[src/rtl/branch_predict_hazard_unit_if.sv]
// Control bundle between the pipeline and the branch predict / hazard unit.
// Valid/ready convention: this bundle carries no handshake. Every input is
// sampled on each rising clk edge unless stall is high. Every output is either
// combinational from the current inputs or a registered counter value.
interface branch_predict_hazard_unit_if #(
  parameter int unsigned PC_WIDTH   = 32,
  parameter int unsigned PERF_WIDTH = 16
);
  logic                  stall;
  logic                  clear_stats;
  logic [PC_WIDTH-1:0]   IF_PC;
  logic                  IF_predict_taken;
  logic                  ID_Jump;
  logic                  EX_Branch;
  logic [PC_WIDTH-1:0]   EX_PC;
  logic                  EX_taken;
  logic                  EX_pred_taken;
  logic                  IF_ID_Flush;
  logic                  ID_EX_Flush;
  logic [1:0]            redirect_kind;
  logic [PERF_WIDTH-1:0] branch_count;
  logic [PERF_WIDTH-1:0] mispredict_count;

  // Pipeline side: drives the stage information and consumes the decisions.
  modport master (
    output stall, clear_stats, IF_PC, ID_Jump, EX_Branch, EX_PC, EX_taken, EX_pred_taken,
    input  IF_predict_taken, IF_ID_Flush, ID_EX_Flush, redirect_kind,
           branch_count, mispredict_count
  );

  // Unit side.
  modport slave (
    input  stall, clear_stats, IF_PC, ID_Jump, EX_Branch, EX_PC, EX_taken, EX_pred_taken,
    output IF_predict_taken, IF_ID_Flush, ID_EX_Flush, redirect_kind,
           branch_count, mispredict_count
  );
endinterface

[src/rtl/branch_predict_hazard_unit.sv]
// Bimodal branch predictor with flush/redirect control.
// A table of saturating counters is read in IF to predict the branch direction.
// The table is trained when a branch resolves in EX. The pipeline is flushed
// only on a misprediction or on a jump decoded in ID. Saturating statistics
// counters track resolved branches and mispredictions.
module branch_predict_hazard_unit #(
  parameter int unsigned PC_WIDTH      = 32,
  parameter int unsigned BHT_ENTRIES   = 16,
  parameter int unsigned BHT_INDEX_LSB = 2,
  parameter int unsigned COUNTER_WIDTH = 2,
  parameter int unsigned COUNTER_INIT  = 1,
  parameter int unsigned PERF_WIDTH    = 16
) (
  input logic clk,
  input logic reset_n,
  branch_predict_hazard_unit_if.slave bus
);
  localparam int unsigned IDX_W = $clog2(BHT_ENTRIES);
  localparam logic [COUNTER_WIDTH-1:0] CTR_INIT = COUNTER_WIDTH'(COUNTER_INIT);
  localparam logic [COUNTER_WIDTH-1:0] CTR_MAX  = '1;
  localparam logic [COUNTER_WIDTH-1:0] CTR_MIN  = '0;
  localparam logic [PERF_WIDTH-1:0]    PERF_MAX = '1;

  logic [COUNTER_WIDTH-1:0] bht [BHT_ENTRIES];
  logic [IDX_W-1:0]         if_idx;
  logic [IDX_W-1:0]         ex_idx;
  logic                     resolve;
  logic                     mis;
  logic [PERF_WIDTH-1:0]    branch_cnt;
  logic [PERF_WIDTH-1:0]    mis_cnt;
  logic                     unused_pc_bits;

  // PC bits outside the index field are intentionally ignored. Aliasing between
  // PCs that share an index is accepted because no tag is kept.
  assign unused_pc_bits = ^{bus.IF_PC, bus.EX_PC};

  assign if_idx  = bus.IF_PC[BHT_INDEX_LSB +: IDX_W];
  assign ex_idx  = bus.EX_PC[BHT_INDEX_LSB +: IDX_W];
  // A branch counts as resolved only in a non-stalled cycle. Because of this, a
  // branch that is held in EX by a stall trains the table exactly once.
  assign resolve = bus.EX_Branch && !bus.stall;
  assign mis     = resolve && (bus.EX_taken != bus.EX_pred_taken);

  // The prediction reads the registered table, so a write to the same index in
  // this cycle becomes visible only on the next cycle.
  assign bus.IF_predict_taken = bht[if_idx][COUNTER_WIDTH-1];

  // Flush and redirect priority: a misprediction wins over a jump in ID,
  // because such a jump is on the wrong path.
  always_comb begin
    bus.IF_ID_Flush   = 1'b0;
    bus.ID_EX_Flush   = 1'b0;
    bus.redirect_kind = 2'b00;
    if (mis) begin
      bus.IF_ID_Flush   = 1'b1;
      bus.ID_EX_Flush   = 1'b1;
      bus.redirect_kind = bus.EX_taken ? 2'b10 : 2'b11;
    end else if (bus.ID_Jump && !bus.stall) begin
      bus.IF_ID_Flush   = 1'b1;
      bus.redirect_kind = 2'b01;
    end
  end

  // Train the counter of the resolving branch. Counters saturate at both ends.
  always_ff @(posedge clk or negedge reset_n) begin
    if (!reset_n) begin
      for (int i = 0; i < BHT_ENTRIES; i++) begin
        bht[i] <= CTR_INIT;
      end
    end else if (resolve) begin
      if (bus.EX_taken) begin
        if (bht[ex_idx] != CTR_MAX) bht[ex_idx] <= bht[ex_idx] + COUNTER_WIDTH'(1);
      end else begin
        if (bht[ex_idx] != CTR_MIN) bht[ex_idx] <= bht[ex_idx] - COUNTER_WIDTH'(1);
      end
    end
  end

  // Statistics. A clear wins over an increment in the same cycle, and the
  // counters hold at all-ones instead of wrapping.
  always_ff @(posedge clk or negedge reset_n) begin
    if (!reset_n) begin
      branch_cnt <= '0;
      mis_cnt    <= '0;
    end else if (bus.clear_stats) begin
      branch_cnt <= '0;
      mis_cnt    <= '0;
    end else if (resolve) begin
      if (branch_cnt != PERF_MAX) branch_cnt <= branch_cnt + PERF_WIDTH'(1);
      if (mis && (mis_cnt != PERF_MAX)) mis_cnt <= mis_cnt + PERF_WIDTH'(1);
    end
  end

  assign bus.branch_count     = branch_cnt;
  assign bus.mispredict_count = mis_cnt;
endmodule

[src/flat_wrapper.sv]
// flat-port wrapper written by rule: the top's interface ports become plain ports
module branch_predict_hazard_unit_flat 
#(
  parameter int unsigned PC_WIDTH      = 32,
  parameter int unsigned BHT_ENTRIES   = 16,
  parameter int unsigned BHT_INDEX_LSB = 2,
  parameter int unsigned COUNTER_WIDTH = 2,
  parameter int unsigned COUNTER_INIT  = 1,
  parameter int unsigned PERF_WIDTH    = 16
)
  (clk, reset_n, bus_stall, bus_clear_stats, bus_IF_PC, bus_ID_Jump, bus_EX_Branch, bus_EX_PC, bus_EX_taken, bus_EX_pred_taken, bus_IF_predict_taken, bus_IF_ID_Flush, bus_ID_EX_Flush, bus_redirect_kind, bus_branch_count, bus_mispredict_count);
  branch_predict_hazard_unit_if #(.PC_WIDTH(PC_WIDTH), .PERF_WIDTH(PERF_WIDTH)) bus_i ();
  input logic clk;
  input logic reset_n;
  input wire logic [$bits(bus_i.stall)-1:0] bus_stall;
  input wire logic [$bits(bus_i.clear_stats)-1:0] bus_clear_stats;
  input wire logic [$bits(bus_i.IF_PC)-1:0] bus_IF_PC;
  input wire logic [$bits(bus_i.ID_Jump)-1:0] bus_ID_Jump;
  input wire logic [$bits(bus_i.EX_Branch)-1:0] bus_EX_Branch;
  input wire logic [$bits(bus_i.EX_PC)-1:0] bus_EX_PC;
  input wire logic [$bits(bus_i.EX_taken)-1:0] bus_EX_taken;
  input wire logic [$bits(bus_i.EX_pred_taken)-1:0] bus_EX_pred_taken;
  output wire logic [$bits(bus_i.IF_predict_taken)-1:0] bus_IF_predict_taken;
  output wire logic [$bits(bus_i.IF_ID_Flush)-1:0] bus_IF_ID_Flush;
  output wire logic [$bits(bus_i.ID_EX_Flush)-1:0] bus_ID_EX_Flush;
  output wire logic [$bits(bus_i.redirect_kind)-1:0] bus_redirect_kind;
  output wire logic [$bits(bus_i.branch_count)-1:0] bus_branch_count;
  output wire logic [$bits(bus_i.mispredict_count)-1:0] bus_mispredict_count;
  assign bus_i.stall = bus_stall;
  assign bus_i.clear_stats = bus_clear_stats;
  assign bus_i.IF_PC = bus_IF_PC;
  assign bus_i.ID_Jump = bus_ID_Jump;
  assign bus_i.EX_Branch = bus_EX_Branch;
  assign bus_i.EX_PC = bus_EX_PC;
  assign bus_i.EX_taken = bus_EX_taken;
  assign bus_i.EX_pred_taken = bus_EX_pred_taken;
  assign bus_IF_predict_taken = bus_i.IF_predict_taken;
  assign bus_IF_ID_Flush = bus_i.IF_ID_Flush;
  assign bus_ID_EX_Flush = bus_i.ID_EX_Flush;
  assign bus_redirect_kind = bus_i.redirect_kind;
  assign bus_branch_count = bus_i.branch_count;
  assign bus_mispredict_count = bus_i.mispredict_count;
  branch_predict_hazard_unit #(.PC_WIDTH(PC_WIDTH), .BHT_ENTRIES(BHT_ENTRIES), .BHT_INDEX_LSB(BHT_INDEX_LSB), .COUNTER_WIDTH(COUNTER_WIDTH), .COUNTER_INIT(COUNTER_INIT), .PERF_WIDTH(PERF_WIDTH)) u_core (.clk(clk), .reset_n(reset_n), .bus(bus_i));
endmodule
[config.mk]
export PLATFORM = sky130hd
export DESIGN_NAME = branch_predict_hazard_unit_flat
export DESIGN_NICKNAME = d
export VERILOG_FILES = /design/src/rtl/branch_predict_hazard_unit_if.sv /design/src/rtl/branch_predict_hazard_unit.sv /design/src/flat_wrapper.sv
export SDC_FILE = /design/constraint.sdc
export NUM_CORES = 1
export LEC_CHECK = 0
export ABC_AREA = 1
export CORE_MARGIN = 2
export CORE_UTILIZATION = 42
export CTS_BUF_LIST = sky130_fd_sc_hd__clkbuf_4 sky130_fd_sc_hd__clkbuf_8
export DETAILED_ROUTE_END_ITERATION = 7
export DONT_BUFFER_PORTS = 1
export GPL_TIMING_DRIVEN = 1
export SYNTH_ARGS = -nofsm -noshare
export SYNTH_HDL_FRONTEND = slang
export SYNTH_SLANG_ARGS = --single-unit
[constraint.sdc]
create_clock -name clk -period 4.2 [get_ports clk]
set_input_delay 0.63 -clock clk [delete_from_list [all_inputs] [get_ports clk]]
set_output_delay 0.63 -clock clk [all_outputs]
set_load 0.1 [all_outputs]
==> summary.md <==
| Metric | Value |
|---|---|
| Drt total wl | `9440 µm` |
| Power per cell area | `401 nW/µm²` |
| Via/cell ratio | `4.97` |
| Routed WL per cell | `12.9 µm` |
| Worst-margin pin slew | `1.11 ns` |
| Detailed Place HPWL | `6520 µm` |
| Final Hold Fails | `0` |
| Syn Nets | `653` |
| Vias in the first global route | `3572` |
| Worst skew pair latency | `0.34 ns` |
| Post-synth EDFFs | `0` |
| Status | `finished, final reports clean` |
| Worst Skew | `0.00575 ns` |
| Largest family of logic cells by synthesized area | `simple AND/OR/NAND/NOR gates` |
| Worst Path Max Fanout | `5` |
| Initial DRC count | `155` |
| Seq/Total Area, Yosys | `40.6%` |
| Root Driver | `clkbuf_8` |
| Setup_tns | `0 ns` |
| Tcrit/Tclk final | `66.9%` |
| Setup crit end kind | `output port` |
| Sequential Area | `1620 µm²` |
| Clk buf depth | `2` |
| Nets | `676` |
| GP Congestion | `0.869` |
| CTS tree | `built` |
| Area of the multi-input gates | `2070 µm²` |
| DR DRC count | `0` |
| Synth Area in Compound Gates | `10.7%` |
| Ant diodes | `0` |
| Max cap viols | `0` |
| Final hold slack | `0.119 ns` |
| Largest net degree at the start of global routing | `49` |
| Yosys Warn Count | `0` |
| Yosys top cell area share | `30.0%` |
| Fin. max-slew vios | `0` |
| FP Rows | `35` |
| DRT Pass-1 Iters | `4` |
| Ys async rst share | `100%` |
| Crit-path max cell delay | `0.47 ns` |
| Number of synthesized register bits | `64` |
| Simple-Gate Fraction of Synth Area | `36.5%` |
| CP required | `3.57 ns` |
| Htree depth | `3` |
| Core ar. | `9240 µm²` |
| Share of cells above drive strength 1 | `13.9%` |
| Area Growth Syn to Fin | `13.4%` |
| Die extent in y | `102 µm` |
| Die area | `10300 µm²` |
| Fmax achieved | `356 MHz` |
| Avg Cell Area, Syn | `6.93 µm²` |
| Top cells by area, synth | `dfrtp_1 30%, nand2_1 22%, dfstp_2 11%, o21ai_0 5.6%, inv_1 5.4%` |
| Setup CP Type | `in2out` |
| Post-Synth Adder-Cell Area | `1.25%` |
| RSZ-0062 raised after global routing | `false` |
| Met1 Wirelength | `4340 µm` |
| Distinct cells, synth | `33` |
| Top Family by Delay on Critical Path | `compound AO/OA/AOI/OAI gates` |
| I/O Pins | `109` |
| Xor-xnor portion of the synthesized cell area | `3.29%` |
| CTS resizes | `0` |
| All-Layer GR Usage | `20.1%` |
| Cells after Synth | `577` |
| Non-filler cells, final | `734` |
| PnR Total Power | `1820 µW` |
| Grt ovf | `0` |
| Synthesized area | `4000 µm²` |
| Minimum clock period | `2.81 ns` |
| Mux cell area share after synthesis | `0%` |
| VDD IR-drop max | `0.000173 V` |
| P_leak | `0.00222 µW` |
| Cells after DPL | `717` |
| Final setup fails | `0` |
| Worst EP arrival | `2.18 ns` |
| Worst Hold Class | `in2async` |
| CTS sink cnt | `64` |
| Die Wd | `102 µm` |
| Relative slew slack | `25.8%` |
| Nature of the critical path startpoint | `input pin` |
| Top_reg_cell synth | `dfrtp_1` |
| Crit-path slowest cell | `o21ai_2` |
| Post-route ant nets | `0` |
| Synth area leader | `dfrtp_1` |
| WP buf/inv | `2` |
| Via count | `3645` |
| Met3 WL post-DR | `655 µm` |
| IO Port Bufs | `0` |
| Initial antenna violation count | `0` |
| First-pass GRT wire length | `16500 µm` |
| Met2 Wirelength | `4310 µm` |
| Starting Density | `43.3%` |
| Fill cells | `919` |
| CTS buffer count | `9` |
| Top Metal Used | `met4` |
| Clock Pin Slew Worst Setup and Hold Paths | `0.08 ns` |
| CP cell instances | `inv_1, nor2_2, nand2_1, o21ai_2, a21boi_2, buf_4` |
through the flow:
stage / cell area (µm²) / worst slack [ns] / util [%]
detailed placement: 4260 / 1.22 / 46.1
finish: 4530 / 1.39 / 49.1
floorplan: 4000 / 0.491 / -
global placement: 4260 / 1.19 / 46.1
CTS: 4530 / 1.38 / 49.1
global route: 4530 / 1.26 / 49.1
synthesized netlist by cell type (5+ instances only):
cell	instances
dfstp_2	16
o21bai_1	5
inv_1	57
nand2_1	230
nand4_1	9
nand2_2	6
nand3_1	33
dfrtp_1	48
nor2_1	48
o21ai_0	45
clkbuf_1	5
o21ai_1	9
xor2_1	14
a21oi_1	8
final cells by class:
cell class              instances  area share (%)
multi-input cells             441            45.7
flip-flops and latches         64            35.8
inverters                      58            4.80
repair buffers                 26            4.75
well taps                     129            3.56
clock buffers                   9            2.73
clock inverters                 7            2.65
worst register-to-register path, stage by stage, from the launching register on:
cell     delay (ns)
dfstp_2        0.37
nand2_1        0.05
nand2_1        0.07
nand2_1        0.07
nand2_1        0.05
nand2_1        0.06
nand2_1        0.09
nor2_4         0.41
inv_1          0.09
ha_1           0.20
nand2_1        0.06
inv_1          0.03
nor2_1         0.16
nand2_2        0.17
nor2_1         0.29
nand2_1        0.18
nand2_1        0.08
o21ai_0        0.07
placed cells by master, fill, tap and decap left out:
master / synthesis / routed
nor2_4: 4 / 4
buf_16: 0 / 1
o21ai_2: 4 / 5
clkinvlp_4: 0 / 1
nand3b_1: 4 / 4
a21boi_2: 0 / 1
xnor2_1: 1 / 1
nor2_8: 1 / 1
inv_2: 1 / 2
buf_4: 3 / 25
o22ai_1: 1 / 1
dfrtp_1: 48 / 48
nand2_1: 230 / 230
nand4_1: 9 / 9
o211ai_1: 4 / 4
nand3_1: 33 / 33
o21ai_0: 45 / 44
xor2_1: 14 / 14
nor2_1: 48 / 48
nor2_2: 4 / 4
clkinv_2: 0 / 1
a21oi_1: 8 / 8
or2_2: 3 / 3
inv_1: 57 / 56
nor4_1: 1 / 1
bufinv_16: 0 / 3
o21ai_1: 9 / 9
clkinv_4: 0 / 2
nand2_2: 6 / 6
o21bai_1: 5 / 5
clkbuf_8: 0 / 9
ha_1: 4 / 4
nor3_1: 2 / 2
dfstp_2: 16 / 16
metal layers:
metal	track usage [%]	vias up
met3	6.49	12
met1	26.1	1650
met2	32.2	106
met4	6.03	0
li1	-	1877
met5	0	-
cells by family (layout without fill, tap and decap cells):
logic type | Yosys count | count (layout)
AOI/OAI and AO/OA | 77 | 77
xor gates and xnor gates | 15 | 15
adders and majority gates | 4 | 4
buffers and inverters | 72 | 100
DFF | 64 | 64
and+or+nand+nor | 345 | 345
final timing paths:
kind	start	endpoint	slack, ns	cells after the start
hold / removal	reset_n	asynchronous set/reset pin	0.12	0
max in group asynchronous	reset_n	u_core.bus.branch_count[15]	3.84	1
hold reg to reg	register	register	0.47	2
setup / recovery	bus_EX_Branch	bus_redirect_kind[0]	1.39	6
setup reg to reg	register	u_core.bht[17]	1.56	17
min in group clk	bus_EX_PC[2]	register	0.42	3
timing repair:
action	CTS	global route
hold buffers	1	0
hold endpoints to repair	48	0
buffers inserted	0	0
power by group:
part           leakage, µW  switching [µW]  internal, µW
logic              0.00128             255           110
registers         0.000821            56.7           742
clock network     0.000119             262           395
No activity file was read; power rests on OpenSTA's default activity.
